[src/rtl/hall_lighting_pkg.sv]
// rtl/hall_lighting_pkg.sv - shared types and defaults for the hall sensor front end
//
// Purpose: channel state encoding, default timing constants and channel indices
//          used by hall_sensor_conditioner and sensor_debounce_channel.
// Ports:   none (package).
package hall_lighting_pkg;

    typedef enum logic [1:0] {
        IDLE     = 2'd0,
        RISE_CHK = 2'd1,
        HIGH     = 2'd2,
        FALL_CHK = 2'd3
    } chan_state_t;

    // 10 ms at 100 MHz
    localparam int DEF_DEBOUNCE_CYCLES = 1_000_000;
    localparam int DEF_CNT_W           = 20;
    // 10 s at 100 MHz; the integrator scales this to fit CNT_W
    localparam int DEF_STUCK_CYCLES    = 1_000_000_000;

    localparam int CH_ENTRY = 0;
    localparam int CH_EXIT  = 1;

endpackage

[src/rtl/sensor_debounce_channel.sv]
// rtl/sensor_debounce_channel.sv - synchroniser, debounce FSM and stuck detector for one sensor
//
// Purpose: brings one raw asynchronous sensor pin into the clk domain, accepts a
//          level change only after DEBOUNCE_CYCLES consecutive identical samples,
//          and emits a one-cycle pulse on each accepted rising transition.
//          Optional stuck-high detection is built only when
//          HALL_SENSOR_STUCK_DETECT_EN is defined.
// Ports:
//   clk      in   system clock
//   rst_n    in   asynchronous active-low reset
//   i_raw    in   raw sensor pin, asynchronous to clk
//   o_pulse  out  one-cycle strobe on accepted rising transition
//   o_level  out  debounced level
//   o_fault  out  sensor held active for STUCK_CYCLES (0 when feature not built)
module sensor_debounce_channel
    import hall_lighting_pkg::*;
#(
    parameter int DEBOUNCE_CYCLES = DEF_DEBOUNCE_CYCLES,
    parameter int CNT_W           = DEF_CNT_W,
    parameter int STUCK_CYCLES    = DEF_STUCK_CYCLES
)(
    input  logic clk,
    input  logic rst_n,
    input  logic i_raw,
    output logic o_pulse,
    output logic o_level,
    output logic o_fault
);

    // The sample that leaves IDLE/HIGH already counts as the first stable one,
    // so the D-th consecutive sample is accepted while cnt still holds D-1.
    // This gives an acceptance edge of D+1 after raw is first sampled.
    localparam logic [CNT_W-1:0] LP_CNT_LAST = CNT_W'(DEBOUNCE_CYCLES - 1);
    localparam bit               LP_SINGLE   = (DEBOUNCE_CYCLES == 1);

    logic             r_s1;
    logic             r_s2;
    chan_state_t      r_state;
    logic [CNT_W-1:0] r_cnt;
    logic             r_pulse;
    logic             r_level;

    logic w_rise_accept;
    logic w_fall_accept;

    always_ff @(posedge clk or negedge rst_n) begin
        if (!rst_n) begin
            r_s1 <= 1'b0;
            r_s2 <= 1'b0;
        end else begin
            r_s1 <= i_raw;
            r_s2 <= r_s1;
        end
    end

    assign w_rise_accept = r_s2 &&
                           (((r_state == IDLE) && LP_SINGLE) ||
                            ((r_state == RISE_CHK) && (r_cnt == LP_CNT_LAST)));
    assign w_fall_accept = !r_s2 &&
                           (((r_state == HIGH) && LP_SINGLE) ||
                            ((r_state == FALL_CHK) && (r_cnt == LP_CNT_LAST)));

    always_ff @(posedge clk or negedge rst_n) begin
        if (!rst_n) begin
            r_state <= IDLE;
            r_cnt   <= '0;
            r_pulse <= 1'b0;
            r_level <= 1'b0;
        end else begin
            r_pulse <= 1'b0;
            case (r_state)
                IDLE: begin
                    if (w_rise_accept) begin
                        r_state <= HIGH;
                        r_level <= 1'b1;
                        r_pulse <= 1'b1;
                        r_cnt   <= '0;
                    end else if (r_s2) begin
                        r_state <= RISE_CHK;
                        r_cnt   <= CNT_W'(1);
                    end
                end
                RISE_CHK: begin
                    if (!r_s2) begin
                        r_state <= IDLE;
                        r_cnt   <= '0;
                    end else if (w_rise_accept) begin
                        r_state <= HIGH;
                        r_level <= 1'b1;
                        r_pulse <= 1'b1;
                        r_cnt   <= '0;
                    end else begin
                        r_cnt <= r_cnt + CNT_W'(1);
                    end
                end
                HIGH: begin
                    if (w_fall_accept) begin
                        r_state <= IDLE;
                        r_level <= 1'b0;
                        r_cnt   <= '0;
                    end else if (!r_s2) begin
                        r_state <= FALL_CHK;
                        r_cnt   <= CNT_W'(1);
                    end
                end
                FALL_CHK: begin
                    if (r_s2) begin
                        r_state <= HIGH;
                        r_cnt   <= '0;
                    end else if (w_fall_accept) begin
                        r_state <= IDLE;
                        r_level <= 1'b0;
                        r_cnt   <= '0;
                    end else begin
                        r_cnt <= r_cnt + CNT_W'(1);
                    end
                end
                default: begin
                    r_state <= IDLE;
                    r_level <= 1'b0;
                    r_cnt   <= '0;
                end
            endcase
        end
    end

    assign o_pulse = r_pulse;
    assign o_level = r_level;

`ifdef HALL_SENSOR_STUCK_DETECT_EN
    localparam logic [CNT_W-1:0] LP_STUCK_LAST = CNT_W'(STUCK_CYCLES - 1);

    logic [CNT_W-1:0] r_stuck_cnt;
    logic             r_fault;

    // Counts only while sitting in HIGH; a brief dip into FALL_CHK pauses it
    // rather than restarting it. Cleared on the same edge the level drops.
    always_ff @(posedge clk or negedge rst_n) begin
        if (!rst_n) begin
            r_stuck_cnt <= '0;
            r_fault     <= 1'b0;
        end else if (w_fall_accept) begin
            r_stuck_cnt <= '0;
            r_fault     <= 1'b0;
        end else if ((r_state == HIGH) && !r_fault) begin
            if (r_stuck_cnt == LP_STUCK_LAST) begin
                r_fault <= 1'b1;
            end else begin
                r_stuck_cnt <= r_stuck_cnt + CNT_W'(1);
            end
        end
    end

    assign o_fault = r_fault;
`else
    logic w_unused_stuck;
    assign w_unused_stuck = (STUCK_CYCLES > 0);
    assign o_fault        = 1'b0;
`endif

endmodule

[src/rtl/hall_sensor_conditioner.sv]
// rtl/hall_sensor_conditioner.sv - entry/exit sensor synchronise and debounce front end
//
// Purpose: two independent debounce channels (entry, exit) feeding the occupancy
//          counter with clean rising-edge pulses and debounced levels.
//          Optional macro: HALL_SENSOR_STUCK_DETECT_EN builds stuck-high detection;
//          without it sensor_fault is constant 2'b00.
// Ports:
//   clk               in   system clock
//   rst_n             in   asynchronous active-low reset
//   entry_sensor_raw  in   raw entry pin, asynchronous to clk
//   exit_sensor_raw   in   raw exit pin, asynchronous to clk
//   entry_pulse       out  one-cycle strobe on accepted entry rise
//   exit_pulse        out  one-cycle strobe on accepted exit rise
//   entry_level       out  debounced entry level
//   exit_level        out  debounced exit level
//   sensor_fault[1:0] out  [0]=entry stuck, [1]=exit stuck
module hall_sensor_conditioner
    import hall_lighting_pkg::*;
#(
    parameter int DEBOUNCE_CYCLES = DEF_DEBOUNCE_CYCLES,
    parameter int CNT_W           = DEF_CNT_W,
    parameter int STUCK_CYCLES    = DEF_STUCK_CYCLES
)(
    input  logic       clk,
    input  logic       rst_n,
    input  logic       entry_sensor_raw,
    input  logic       exit_sensor_raw,
    output logic       entry_pulse,
    output logic       exit_pulse,
    output logic       entry_level,
    output logic       exit_level,
    output logic [1:0] sensor_fault
);

    logic w_entry_fault;
    logic w_exit_fault;

    sensor_debounce_channel #(
        .DEBOUNCE_CYCLES (DEBOUNCE_CYCLES),
        .CNT_W           (CNT_W),
        .STUCK_CYCLES    (STUCK_CYCLES)
    ) u_entry (
        .clk     (clk),
        .rst_n   (rst_n),
        .i_raw   (entry_sensor_raw),
        .o_pulse (entry_pulse),
        .o_level (entry_level),
        .o_fault (w_entry_fault)
    );

    sensor_debounce_channel #(
        .DEBOUNCE_CYCLES (DEBOUNCE_CYCLES),
        .CNT_W           (CNT_W),
        .STUCK_CYCLES    (STUCK_CYCLES)
    ) u_exit (
        .clk     (clk),
        .rst_n   (rst_n),
        .i_raw   (exit_sensor_raw),
        .o_pulse (exit_pulse),
        .o_level (exit_level),
        .o_fault (w_exit_fault)
    );

    assign sensor_fault[CH_ENTRY] = w_entry_fault;
    assign sensor_fault[CH_EXIT]  = w_exit_fault;

endmodule
[config.mk]
export PLATFORM = sky130hd
export DESIGN_NAME = hall_sensor_conditioner
export DESIGN_NICKNAME = d
export VERILOG_FILES = /design/src/rtl/hall_lighting_pkg.sv /design/src/rtl/sensor_debounce_channel.sv /design/src/rtl/hall_sensor_conditioner.sv
export SDC_FILE = /design/constraint.sdc
export NUM_CORES = 1
export LEC_CHECK = 0
export ABC_CLOCK_PERIOD_IN_PS = 2700
export CAP_MARGIN = 0
export CORE_UTILIZATION = 47
export DETAILED_ROUTE_END_ITERATION = 8
export PLACE_DENSITY_LB_ADDON = 0.2
export SLEW_MARGIN = 10
export SYNTH_ARGS = -nofsm -noshare
export SYNTH_HDL_FRONTEND = slang
export SYNTH_SLANG_ARGS = --single-unit
[constraint.sdc]
create_clock -name clk -period 2.7 [get_ports clk]
set_clock_uncertainty 0.15 [all_clocks]
set_input_delay 0.81 -clock clk [delete_from_list [all_inputs] [get_ports clk]]
set_output_delay 0.81 -clock clk [all_outputs]
set_load 0.005 [all_outputs]
Word-level counts from Yosys, hierarchy flattened
Index checks and enable logic that the tools add are counted.

Register bits after elaboration: 52. Latch bits: 0. Bits in writable memories: 0. Bits in read-only memories: 0. Input port bits: 4. Output and inout port bits: 6. Memories: 0.

Add/sub/neg operators: 2. Multipliers: 0. Divide/modulo/power cells: 0. Magnitude comparators: 0. Eq/ne operators: 20. Shift operators: 0. Mux-type cells: 52. Bitwise logic cells: 0. Reduce and logical (&&, ||, !) cells: 18.

Operators by type and width (count): two-way mux 20 bit (16); case mux 20 bit (4 select lines) (2); adder 20 x 1 -> 20 bit (second input constant) (2); == test 20 bit (second input constant) (2); two-way mux 2 bit (16); case mux 2 bit (4 select lines) (2); two-way mux 1 bit (12); != test 3 x 1 -> 1 bit (second input constant) (4); != test 3 bit (second input constant) (4); == test 2 bit (second input constant) (4); logical AND 1 bit (8); case mux 1 bit (4 select lines) (2); AND reduction 2 bit (4); AND reduction 4 bit (2); == test 2 x 1 -> 1 bit (second input constant) (2); zero test 2 bit (2); != test 2 x 1 -> 1 bit (second input constant) (2); != test 2 bit (second input constant) (2); case mux 1 bit (2 select lines) (2); zero test 1 bit (2).

Logic depth before layout (Yosys ltp)
Word-level depth: 6. Gate-level depth with buffers: 7. Depth with buffers taken out: 6.

Cells and area by module
Synthesis repeated with hierarchy kept, for this count alone.

Cells, all modules: 289. Area total of the unflattened synthesis: 2768.9 sq um.

Modules (own cells, without submodules): sensor_debounce_channel (u_exit) (instances 1, cells each 150, area an instance 1411.4 sq um, sequential area each 650.6 sq um); sensor_debounce_channel (u_entry) (instances 1, cells each 137, area an instance 1342.5 sq um, sequential area each 650.6 sq um); hall_sensor_conditioner (instances 1, cells each 2, area an instance 15.0 sq um, sequential area each 0.0 sq um).

Least setup slack after synthesis
No wires, ideal clock.

Kind: flip-flop to flip-flop. Start point: reg u_exit.r_cnt[7]. End point: reg u_exit.r_cnt[13]. Setup time: 126 ps. Arrival: 1801 ps. Slack: 623 ps. Cell stages (with the launch flop): 8. Period minus slack after synthesis: 2077 ps. Cells stage by stage: dfrtp_1 buf_6 or4b_4 nor4_4 a21oi_2 buf_6 o211a_1 a221o_1.

Longest elaborated chain between the ends: 6. Elaborated cells on any way between the ends: 16. Classes of those cells: add/sub: 1; eq/ne: 3; mux: 7; reduce/logical: 5.

RTL lines: start, declared (RTL line sensor_debounce_channel.sv:39) `logic [CNT_W-1:0] r_cnt;`; start signal, assigned (RTL line sensor_debounce_channel.sv:93) `r_cnt <= r_cnt + CNT_W'(1);`; start signal, assigned (RTL line sensor_debounce_channel.sv:115) `r_cnt <= r_cnt + CNT_W'(1);`; branches (longest 6 deep; another with adder 20 x 1 -> 20 bit).

Several ways; the timed one is not identified. A chain may end at the register's enable or synchronous reset.

Worst setup path in the final report
Start point: reg u_exit.r_cnt[13]. End point: reg u_exit.r_cnt[19].

The elaborated chain is that of the path after synthesis.

==> out/metrics.yaml <==
detailed_routing:
  drt_wl_total_um: 5387
  firstDrtPassIters: 4
  wl_per_cell_um: 14.56
  num_vias: 2166
  initialDrtViolationCount: 98
  drc_errors: 0
  avgViaCountPerCell: 5.854
  ant_nets: 0
setup_path:
  crit_fanout: 25
  cp_slowest_cell: "or4b_1"
  critical_path.cell_chain: "or4b_1 -> nor3b_2 -> a21oi_2 -> buf_4 -> and3_1 -> a221o_1"
  cp.arrival_ps: 2350
  end_kind: "register"
  crit_type: "reg -> reg"
  crit_required_ps: 2740
  crit_path_start_kind: "register"
  cpPeakStageDelay_ps: 530
timing:
  fin_ws_ps: 384.1
  setup_viol: 0
  timing.setup.tns_ps: 0
  grt_setup_unrepaired: "false"
  finalHoldViolCount: 0
  slew_viol_final: 0
  timing.fmax_mhz: 431.8
  min_period_over_period: 0.8577
  tightest_slew_ps: 794.5
  whs_ps: 207.0
  min_period_ps: 2316
  slew_headroom: 0.4684
final_layout:
  areaGrowthSynthToFinish_pct: 8.463
  final_nets: 303
  drive_gt1_frac: 0.08054
  final_cells: 370
  n_antenna_cell: 0
  utilization: 0.5322
place:
  dp_hpwl_um: 3793
  io_buffers: 7
  dp_cells: 362
  dp_slack_ps: 378.3
  gp_congestion: 0.8770
synth:
  ys_ff_latch: 52
  seq_area_frac_synth: 0.4758
  synthCells: 288
  netlist_top_cells_area: "dfrtp_1 48%, a31oi_1 4.3%, nand2_1 3.7%, nand3_1 3.5%, nor2_1 3.4%"
  yosys-top-cells-count: "52 x dfrtp_1, 27 x nand2_1, 25 x nor2_1, 19 x a31oi_1, 19 x nand3_1"
  async_flop_share: 1.000
  synth_area_um2: 2735
  yosysTopAreaCell: "dfrtp_1"
  synth_edf_count: 0
  ys.flop_type: "dfrtp_1"
  yosys_warnings: 0
  synth.most_common_cell: "dfrtp_1"
  synth_cell_type_count: 49
  yosysTopAreaCellShare: 0.4758
  avgSynthCellArea_um2: 9.497
min_path:
  min_path_type: "reg -> reg"
die:
  core-area_um2: 5574
  die_height_um: 78.29
  ios: 10
  die_area_um2: 6129
  die_w_um: 78.29
  rows: 27
  initial_utilization: 0.4907
clock_network:
  path_clk_slew_ps: 100
  post_cts_buffers: 0
  h-tree-depth: 2
  clock_sinks: 52
  ctsResizeCount: 0
  clock_path_buffers: 2
  ctsHoldBuffers: 0
  cts_tree: "yes"
  cts_made_buffers: 5
  clk-insertion-delay-late_ps: 310
  cts_root_buf: "clkbuf_8"
power:
  power_density_nw_per_um2: 471.1
  cellLeakagePower_nw: 1.280
  p_clk_frac: 0.333
  switchingPower_mw: 0.3701
  p_int_mw: 1.027
  peakVddDrop_uv: 296.9
  comb_power_share: 0.074
  switching_share: 0.2648
  pwr-share-seq: 0.593
global_route:
  grt_pass1_vias: 1972
  grt_max_degree: 29
  antenna_found_initial: 0
  grt_use_total: 0.1956
  grt_pass1_wl_um: 9384
  grt_overflow: 0
job:
  drv_cap: 0
status:
  outcome: "completed"
power by group through the flow:
stage               clock network, mW  registers [mW]  logic (mW)
floorplan                           0           0.836      0.0699
global placement                    0           0.843       0.101
detailed placement                  0           0.843       0.104
CTS                             0.483           0.828       0.105
global route                    0.518           0.833       0.119
finish                          0.466           0.829       0.103
layout make-up:
cell class / instances / area (um2)
sequential: 52 / 1301
fill: 526 / 2608
clock buffer: 5 / 68.82
clock inverter: 3 / 25.02
multi-input combinational: 219 / 1345
tap: 72 / 90.09
timing repair buffer: 14 / 117.6
inverter: 5 / 18.77
metrics by stage:
step           total power, mW  cell area (um2)
3_3_place_gp            0.9448             2873
5_1_grt                  1.470             2967
2_1_floorplan           0.9063             2739
4_1_cts                  1.416             2967
6_report                 1.397             2967
3_5_place_dp            0.9471             2873
worst max-delay path: cells and delay by family, from the launching register on:
| family | cells | cell delay (ps) |
|---|---|---|
| compound gates | 2 | 360 |
| buf+inv | 1 | 220 |
| flops | 1 | 440 |
| simple gates | 3 | 1010 |
layout by cell type (no fill, tap or decap), types with 3 or more instances in the layout:
master           netlist  routed
buf_4                  2       7
xnor2_1                5       5
nand2_1               27      27
inv_1                  5       5
nand3_1               19      19
dfrtp_1               52      52
and3_1                12      12
a221o_1                4       4
nor2_1                25      25
xor2_1                 3       3
nand4_1                9       9
a22o_1                 6       6
a31oi_1               19      19
nor3_1                 8       8
nand2b_1               6       6
nor4_1                 5       5
a21o_1                 4       4
o21ai_0               12      12
and2_1                 3       3
a21oi_1               16      16
mux2i_1                3       3
clkbuf_8               0       5
clkdlybuf4s50_1        0       6
registers in the layout, indices dropped and copies added, names as in the netlist, named ones only:
register         cells
u_exit.r_s1          1
u_entry.r_s2         1
u_exit.o_level       1
u_entry.o_level      1
u_entry.r_cnt       20
u_exit.r_state       1
u_exit.r_s2          1
u_exit.o_pulse       1
u_entry.r_s1         1
u_entry.o_pulse      1
u_entry.r_state      1
u_exit.r_cnt        20
worst paths after layout:
| check | start | to | slack, ps | cells past startpoint |
|---|---|---|---|---|
| max in group asynchronous | rst_n | u_exit.r_cnt[8] | 1780 | 2 |
| worst max register to register | u_exit.r_cnt[13] | u_exit.r_cnt[19] | 380 | 6 |
| worst min register to register | u_entry.r_s1 | u_entry.r_s2 | 210 | 0 |
| worst min-delay path | u_entry.r_s1 | u_entry.r_s2 | 210 | 0 |
| min in group asynchronous | rst_n | u_entry.r_cnt[6] | 330 | 2 |
| worst max-delay path | u_exit.r_cnt[13] | u_exit.r_cnt[19] | 380 | 6 |
per-layer routing:
metal  track usage  share of wire
met3       0.04186          0.034
met4       0.05556          0.010
met1        0.2618           0.48
met5             0              0
met2        0.3193           0.48
cells by family (layout without fill, tap and decap cells):
| family | count (synthesis) | after routing | synth area share |
|---|---|---|---|
| AO/OA/AOI/OAI | 76 | 76 | 0.1848 |
| XOR/XNOR | 8 | 8 | 0.02562 |
| AND/OR/NAND/NOR | 127 | 127 | 0.2544 |
| buffers and inverters | 18 | 27 | 0.03385 |
| multiplexers | 4 | 4 | 0.01510 |
| other | 1 | 2 | 0.001371 |
| adder cells (fa/ha/maj) | 2 | 2 | 0.009148 |
| flip-flops | 52 | 52 | 0.4758 |
Power figures use the tool's default switching activity.
==> edit (same flow settings) <==
Build with the macro `HALL_SENSOR_STUCK_DETECT_EN` defined.
--- a/src/rtl/sensor_debounce_channel.sv
+++ b/src/rtl/sensor_debounce_channel.sv
@@ -12,6 +12,8 @@
 //   o_pulse  out  one-cycle strobe on accepted rising transition
 //   o_level  out  debounced level
 //   o_fault  out  sensor held active for STUCK_CYCLES (0 when feature not built)
+`define HALL_SENSOR_STUCK_DETECT_EN
+
 module sensor_debounce_channel
     import hall_lighting_pkg::*;
 #(
Behaviour: same outputs for any inputs over 10 cycles, from zero or initial values and one cycle with rst_n low; that may be too few to reach the edited logic, so the function may still have changed.
==> edit against the original RTL <==
Non-clock buffer count up 6; worst setup slack better by 0.036 ns; design area up 85%; routed wire length up 93%; synthesized cell count up 85%; sequential cell count up 42; total power up 93%; synthesized area up 84%; sequential power up 83%; combinational power rose to 2.8 times the old value; critical path type unchanged.
==> edit: results (changes against the original RTL) <==
| Metric | Value |
|---|---|
| Status | `completed (unchanged)` |
| Hold_ws | `0.1852 ns (was 0.2070 ns)` |
| Routed met3 length | `284 µm (was 184 µm)` |
| Sequential share of the synthesized area | `0.4668 (was 0.4758)` |
| First-pass GRT wire length | `18290 µm (was 9384 µm)` |
| WL/cell | `15.14 µm (was 14.56 µm)` |
| Placed cell area | `5300 µm² (was 2873 µm²)` |
| Clock H-tree levels | `3 (was 2)` |
| RD Place Congestion | `0.8375 (was 0.8770)` |
| Leak | `2.286 nW (was 1.280 nW)` |
| Worst-Skew Late Latency | `0.36 ns (was 0.31 ns)` |
| Share of layout cells above drive strength 1 | `0.08727 (was 0.08054)` |
| Inserted Clock Buffers | `9 (was 5)` |
| WL met2 | `4988 µm (was 2573 µm)` |
| Met2 Resource Use GR | `0.3238 (was 0.3193)` |
| Avg Cell Area, Syn | `9.453 µm² (was 9.497 µm²)` |
| Vias per cell | `5.962 (was 5.854)` |
| Unique masters post-synth | `57 (was 49)` |
| FF-to-FF setup slack | `0.42 ns (was 0.38 ns)` |
| Slew HR | `0.5824 (was 0.4684)` |
| Worst-path maximum fanout | `18 (was 25)` |
| Reg2Reg Depth | `7 (was 6)` |
| Post-synth top cells | `dfrtp_1 (94), nor2_1 (63), nand2_1 (36) (was dfrtp_1 (52), nand2_1 (27), nor2_1 (25))` |
| Fmax | `438.7 MHz (was 431.8 MHz)` |
| VDD IR-drop max | `0.4166 mV (was 0.2969 mV)` |
| Fill cell count | `952 (was 526)` |
| Tightest Hold Check Type | `in2async (was reg2reg)` |
| PortBufs | `9 (was 7)` |
| Critical Path AT | `2.38 ns (was 2.35 ns)` |
| Last element of the critical path | `u_exit.r_stuck_cnt[5]$_DFFE_PN0P_ (was u_exit.r_cnt[19]$_DFFE_PN0P_)` |
| Largest net degree at the start of global routing | `50 (was 29)` |
[edit: cell count changes in the layout (fill, tap and decap cells not counted), moves of 13 or more]
cell     unedited run  this run
xor2_1              3        22
a21oi_1            16        29
nor2_1             25        63
dfrtp_1            52        94
nand3_1            19        33
o21ai_0            12        27
[edit: kinds of logic (layout without fill, tap and decap cells)]
group	after synthesis	count (layout)	synth area share
flops	94	94	0.4668
compound gates	120	120	0.1527
simple gates	244	244	0.2714
fa+ha+maj	4	4	0.009933
buf+inv	30	47	0.02632
xor+xnor	36	36	0.06258
mux	5	5	0.01018
[edit: power by group]
group,internal (mW),switching [mW]
Combinational,0.108,0.185
Clock,0.405,0.485
Sequential,1.45,0.0719
[edit: final cells by class]
type	count	area (µm²)	share of cell area
tap	136	170.2	0.03100
sequential	94	2352	0.4285
inverter	11	41.29	0.007522
clock inverter	4	20.02	0.003647
timing repair buffer	20	182.7	0.03328
multi-input combinational	409	2557	0.4659
clock buffer	12	165.2	0.03009
